<file path="config.mk">
export PLATFORM = sky130hd
export DESIGN_NAME = alu_op_issuer
export DESIGN_NICKNAME = d
export VERILOG_FILES = /design/src/rtl/alu_op_issuer.sv
export SDC_FILE = /design/constraint.sdc
export NUM_CORES = 1
export LEC_CHECK = 0
export CAP_MARGIN = 20
export CORE_UTILIZATION = 23
export DETAILED_ROUTE_END_ITERATION = 10
export SYNTH_ARGS = -nofsm -noshare
export SYNTH_HDL_FRONTEND = slang
export SYNTH_SLANG_ARGS = --single-unit
export TNS_END_PERCENT = 5
</file>
<file path="constraint.sdc">
create_clock -name clock -period 2.83 [get_ports clock]
set_clock_uncertainty 0.15 [all_clocks]
set_input_delay 0.283 -clock clock [delete_from_list [all_inputs] [get_ports clock]]
set_output_delay 0.283 -clock clock [all_outputs]
set_load 0.01 [all_outputs]
</file>
<file path="src/rtl/alu_op_issuer.sv">
// alu_op_issuer: accepts one encoded ALU op, raises that op's one-hot strobe
// for its settle time, captures the 64-bit ALU result into the Z pair and
// pulses done. Illegal opcodes and divide-by-zero are screened before any
// strobe is raised.
module alu_op_issuer #(
  parameter int unsigned BASE_CYCLES = 1,  // hold for all ops but MUL/DIV, 1..15
  parameter int unsigned MUL_CYCLES  = 2,  // hold for MUL, 1..15
  parameter int unsigned DIV_CYCLES  = 4   // hold for DIV, 1..15
) (
  input  logic        clock,
  input  logic        clear,        // synchronous, active-low
  input  logic        op_valid,
  input  logic [3:0]  op_code,
  input  logic [31:0] b_operand,
  output logic        op_ready,
  output logic [12:0] op_strobe,
  input  logic [63:0] alu_out,
  output logic [31:0] z_hi,
  output logic [31:0] z_lo,
  output logic        done,
  output logic        err_illegal,
  output logic        div_by_zero
);

  typedef enum logic [1:0] {
    ST_IDLE,
    ST_EXEC,
    ST_DONE
  } state_e;

  localparam logic [3:0] OP_MUL  = 4'd2;
  localparam logic [3:0] OP_DIV  = 4'd3;
  localparam logic [3:0] OP_LAST = 4'd12;  // highest legal opcode (NOT)

  state_e      state_q, state_d;
  logic [3:0]  op_q,    op_d;
  logic [3:0]  cnt_q,   cnt_d;
  logic [31:0] z_hi_q,  z_hi_d;
  logic [31:0] z_lo_q,  z_lo_d;
  logic        err_q,   err_d;
  logic        dbz_q,   dbz_d;

  // Strobe hold length for an opcode, already reduced by one for the counter.
  function automatic logic [3:0] hold_minus_one(input logic [3:0] code);
    logic [3:0] n;
    case (code)
      OP_MUL:  n = 4'(MUL_CYCLES);
      OP_DIV:  n = 4'(DIV_CYCLES);
      default: n = 4'(BASE_CYCLES);
    endcase
    return n - 4'd1;
  endfunction

  // State and datapath registers; clear wins over every other update.
  always_ff @(posedge clock) begin
    // NOTE: clocked state uses non-blocking assignments so every register
    // samples the pre-edge values computed by the combinational block.
    if (!clear) begin
      state_q <= ST_IDLE;
      op_q    <= '0;
      cnt_q   <= '0;
      z_hi_q  <= '0;
      z_lo_q  <= '0;
      err_q   <= 1'b0;
      dbz_q   <= 1'b0;
    end else begin
      state_q <= state_d;
      op_q    <= op_d;
      cnt_q   <= cnt_d;
      z_hi_q  <= z_hi_d;
      z_lo_q  <= z_lo_d;
      err_q   <= err_d;
      dbz_q   <= dbz_d;
    end
  end

  // Next-state logic: accept/screen in IDLE, count down and capture in EXEC.
  always_comb begin
    // NOTE: every output of this block gets a hold-value default first, so no
    // path through the case statement can infer a latch.
    state_d = state_q;
    op_d    = op_q;
    cnt_d   = cnt_q;
    z_hi_d  = z_hi_q;
    z_lo_d  = z_lo_q;
    err_d   = err_q;
    dbz_d   = dbz_q;

    case (state_q)
      ST_IDLE: begin
        if (op_valid) begin
          op_d  = op_code;
          err_d = 1'b0;
          dbz_d = 1'b0;
          if (op_code > OP_LAST) begin
            err_d   = 1'b1;
            state_d = ST_DONE;
          end else if (op_code == OP_DIV && b_operand == 32'd0) begin
            dbz_d   = 1'b1;
            z_hi_d  = '0;
            z_lo_d  = '0;
            state_d = ST_DONE;
          end else begin
            cnt_d   = hold_minus_one(op_code);
            state_d = ST_EXEC;
          end
        end
      end

      ST_EXEC: begin
        if (cnt_q == 4'd0) begin
          // Only MUL/DIV produce a meaningful upper word.
          z_hi_d  = (op_q == OP_MUL || op_q == OP_DIV) ? alu_out[63:32] : 32'd0;
          z_lo_d  = alu_out[31:0];
          state_d = ST_DONE;
        end else begin
          cnt_d = cnt_q - 4'd1;
        end
      end

      ST_DONE: state_d = ST_IDLE;

      default: state_d = ST_IDLE;
    endcase
  end

  // Outputs decode directly from the registered state.
  always_comb begin
    op_strobe = '0;
    if (state_q == ST_EXEC) op_strobe = 13'd1 << op_q;
  end

  assign op_ready    = (state_q == ST_IDLE);
  assign done        = (state_q == ST_DONE);
  assign z_hi        = z_hi_q;
  assign z_lo        = z_lo_q;
  assign err_illegal = err_q;
  assign div_by_zero = dbz_q;

endmodule
</file>
==> Word level (Yosys, flattened, before mapping) <==
Index checks and enable logic that the tools add are counted.
{ "totals": {"register_bits": 76, "input_bits": 103, "wordCells": 60, "output_inout_bits": 81} }
{ "op_classes": {"n_lt_le_gt_ge": 1, "eq_ne": 12, "mux": 27, "shifts": 1, "n_reduce_logical": 10, "n_addsub": 2} }
{ "ops": {"columns": ["operator", "count"], "rows": [
  ["32-bit 2-to-1 mux", 6],
  ["32-bit case mux with 2 select lines", 2],
  ["32-bit logical NOT", 1],
  ["4-bit 2-to-1 mux", 8],
  ["4-bit by 2-bit equality test with 1-bit output, second input constant", 4],
  ["13-bit 2-to-1 mux", 1],
  ["1-bit by 4-bit left shift with 13-bit output, first input constant", 1],
  ["2-bit inequality test, second input constant", 5],
  ["5-bit AND reduction", 2],
  ["2-bit 2-to-1 mux", 4],
  ["4-bit case mux with 2 select lines", 1],
  ["4-bit by 1-bit subtractor with 4-bit output, second input constant", 2],
  ["3-bit case mux with 2 select lines", 1],
  ["4-bit > comparator, second input constant", 1],
  ["4-bit logical NOT", 1],
  ["2-bit case mux with 2 select lines", 1],
  ["2-bit AND reduction", 2],
  ["1-bit 2-to-1 mux", 3],
  ["2-bit by 1-bit equality test with 1-bit output, second input constant", 1],
  ["2-bit equality test, second input constant", 1],
  ["2-bit logical NOT", 1],
  ["2-bit by 1-bit inequality test with 1-bit output, second input constant", 1],
  ["2-bit nonzero test", 1],
  ["1-bit logical AND", 1],
  ["1-bit logical OR", 1]
]} }

==> Depth between registers and ports, before layout <==
{ "depth": {"ltp_word": 11, "ltp_mapped": 8, "ltp_nobuf": 7} }

==> Worst setup path before layout <==
OpenSTA, ideal clock, no wires.
{ "synth_path": {"path_type": "input to register", "from": "input b_operand[18]", "to": "register z_lo_q[0], in the netlist z_lo[0]", "setup_ns": 0.117, "n_path_buf": 1, "arrival_time_ns": 1.682, "setup_slack_ns": 0.881, "t_required_ns": 2.563, "stages": 6, "cell_sequence": "nor4_1 nand4_1 nor4_4 o32ai_2 buf_6 a22o_1"} }
{ "synth_via": {"elab_chain_cells": 4} }
{ "synth_lines": {"columns": ["element", "line_no", "text"], "rows": [
  ["from (decl)", "14", "input logic [31:0] b_operand,"],
  ["32-bit logical NOT", "98", "end else if (op_code == OP_DIV && b_operand == 32'd0) begin"],
  ["1-bit logical AND", "98", null],
  ["2-bit by 1-bit inequality test with 1-bit output (no source line)", null, null],
  ["5-bit AND reduction (no source line)", null, null],
  ["to (signal assigned)", "71", "z_lo_q <= z_lo_d;"],
  ["to (decl)", "39", "logic [31:0] z_lo_q, z_lo_d;"]
]} }
Every way passes these cells.
A chain may end at the register's enable or synchronous reset.

==> Final worst setup path <==
{ "layout_path": {"from": "register state_q[1]", "to": "output op_strobe[0]"} }
{ "layout_via": {"elab_chain_cells": 2} }
{ "layout_lines": {"columns": ["element", "line_no", "text"], "rows": [
  ["from (decl)", "35", "state_e state_q, state_d;"],
  ["from (signal assigned)", "67", "state_q <= state_d;"],
  ["2-bit by 1-bit equality test with 1-bit output", "130", "if (state_q == ST_EXEC) op_strobe = 13'd1 << op_q;"],
  ["13-bit 2-to-1 mux", "130", null],
  ["to (decl)", "16", "output logic [12:0] op_strobe,"]
]} }
Every way passes these cells.

==> metrics.txt <==
dpl hpwl 6940 microns; Hold Crit Class reg2reg; commonest non-fill, non-tap cell in the layout clkdlybuf4s50_1; Iter 0 DRT Violations 151; grt met2 use 0.236; core area 13200 sq um; pin count of the biggest net entering global routing 38; Post-synth EDFFs 0; Total Power 2830 uW; hold path start cnt_q[3]$_SDFFE_PN0P_; Yosys cell types 41; Finished Cell Area 5440 sq um; Post-Syn Nets 429; Max Slew Vio Count 0; setup slack at placement -0.0645 ns; worst path required time 2.40 ns; clock buffer depth 2; Power Dens Cells 521 nW/um^2; Post-Syn Area 3130 sq um; postcts setup bufs 0; IO Port Bufs 183; P_leak 0.00213 uW; prevailing post-synth register cell dfxtp_1; Synth area leaders dfxtp_1 (49%), mux2i_1 (12%), nand2_1 (9.2%); clk root buf clkbuf_16; Hold Vio Cnt, Final 0; placed instance area 5130 sq um; drt via density 4.38; dominant cell type by area after synthesis dfxtp_1; R2R Path Start cnt_q[0]$_SDFFE_PN0P_; Tightest Pin Transition 0.773 ns; RSZ-0062 raised after global routing false; vias in the first global route 2992; CTS Buf Count 9; cts hold-fix bufs 0; period utilization 0.914; clock-pin slew on the worst setup and hold paths 0.06 ns; DIE WIDTH 119 microns; Synth Instances 325; placer congestion estimate 0.760; startpoint types flip-flop; # setup viols final 0; WHS Path Cells 2; Starting Density 0.236; fin worst setup slack 0.242 ns; number of diodes 0; nets@finish 610; Yosys top cell area share 0.486; WHS Endpoint cnt_q[3]$_SDFFE_PN0P_; met1 Usage GRT 0.151; drt first pass iters 5; total track usage 0.132; CTS resizes 0; Die H 119 microns; R2R Setup Slk 0.52 ns; antenna violations before repair 0; hold slack 0.289 ns; DRT antenna net count 0; GR Overflow Total 0; share of cells above drive strength 1 0.0685; first-pass GRT wire length 14900 microns; outcome finished, final reports clean; Ys Warns 0; Worst-Skew Late Latency 0.33 ns; sequential-to-total area share from yosys stat 0.486; max_slew headroom 0.484; WL/cell 13.5 microns; # DRC 0; worst endpoint data arrival time 2.15 ns; # Max-Cap Violations 0; Post-synth ARST share 0; CTS tree done; reg2reg end z_lo[7]$_SDFFE_PN0P_; post-synthesis register bit count 76; synthesis-to-finish area growth 73.9%; DR vias 3008; Reg2Reg Depth 5; Avg Inst Size Synth 9.63 sq um; Setup Crit Path Kind reg2out; I/O pin count 184; Period minus WS final 2.59 ns; Non-Filler Instances 687; Top Usage Layer GRT met2; cell count after placement 670; clk sinks 76; DIE AREA 14100 sq um; type of element capturing the critical path output pin; worst vdd ir 326 uV; H-tree depth 3; WL final 9310 microns; site row count 42; most frequent cells in the layout clkdlybuf4s50_1 (183), nand2_1 (77), dfxtp_1 (76), mux2i_1 (38), a22o_1 (30); Max FO, Critical Path 8; met3 Use GR 0.0280; FILL cells 1319; FMAX 386 MHz
-- logic make-up after synthesis --
logic type                 count (synthesis)  share of synthesized area
DFF                                       76                      0.486
adders and majority gates                  1                    0.00400
buffers and inverters                     24                     0.0504
and+or+nand+nor                          134                      0.203
AOI/OAI and AO/OA                         52                      0.135
muxes                                     38                      0.122
-- metrics by stage --
| stage | utilization | setup TNS (ns) |
|---|---|---|
| 3_5_place_dp | 0.388 | -1.25 |
| 2_1_floorplan | - | 0 |
| 6_report | 0.411 | 0 |
| 4_1_cts | 0.410 | 0 |
| 5_1_grt | 0.411 | 0 |
| 3_3_place_gp | 0.386 | 0 |
-- cells in the mapped netlist (2+ instances only) --
cell,count
nand2_1,77
dfxtp_1,76
mux2i_1,38
a22o_1,30
nor2_1,25
buf_2,7
clkbuf_1,7
buf_6,6
nor4_1,6
a21oi_1,5
nor3_1,5
nand2b_1,3
nor4_2,3
o21ai_0,3
o31ai_1,3
a22o_2,2
a31oi_1,2
inv_1,2
nor2_2,2
nor2b_1,2
-- sequential cells by signal (all words and copies together) (netlist names) --
signal,cells
state_q,2
err_illegal,1
op_q,4
cnt_q,4
z_lo,32
z_hi,32
div_by_zero,1
-- worst max path at each step --
| stage | start | cells after the start | end | slack, ns |
|---|---|---|---|---|
| floorplan | b_operand[18] | 6 | z_lo[0]$_SDFFE_PN0P_ | 0.88 |
| global placement | b_operand[2] | 6 | z_lo[6]$_SDFFE_PN0P_ | 0.03 |
| detailed placement | b_operand[18] | 6 | z_lo[7]$_SDFFE_PN0P_ | -0.06 |
| CTS | state_q[1]$_SDFFE_PN0P_ | 4 | op_strobe[0] | 0.22 |
| global route | b_operand[18] | 7 | z_lo[7]$_SDFFE_PN0P_ | 0.11 |
| finish | state_q[1]$_SDFFE_PN0P_ | 4 | op_strobe[0] | 0.24 |
-- routing by layer --
metal  wire length [microns]  part of all wire  vias up
met5                       0                 0        -
met4                     161             0.017        0
met3                     457             0.049       12
met2                    4750              0.51       90
met1                    3940              0.42     1402
li1                        -                 -     1504
-- critical path, stage by stage, from the launching register on --
cell,delay [ns]
dfxtp_1,0.38
nand2b_1,0.27
or3_1,0.45
nor3_1,0.17
clkdlybuf4s50_1,0.56
-- power by group --
part / internal (uW) / switching [uW] / leakage (uW) / total [uW]
sequential: 1130 / 40.4 / 0.000616 / 1170
clock: 683 / 451 / 0.000142 / 1130
combinational: 319 / 213 / 0.00137 / 532
total: 2130 / 704 / 0.00213 / 2830
-- layout make-up --
class | count | area, sq um | area share
inverters | 2 | 7.51 | 0.00138
flip-flops and latches | 76 | 1520 | 0.280
repair buffers | 192 | 1930 | 0.354
well taps | 176 | 220 | 0.0405
clock inverters | 6 | 65.1 | 0.0120
multi-input cells | 225 | 1470 | 0.271
clock buffers | 10 | 229 | 0.0421
(Power assumes the default switching activity.)
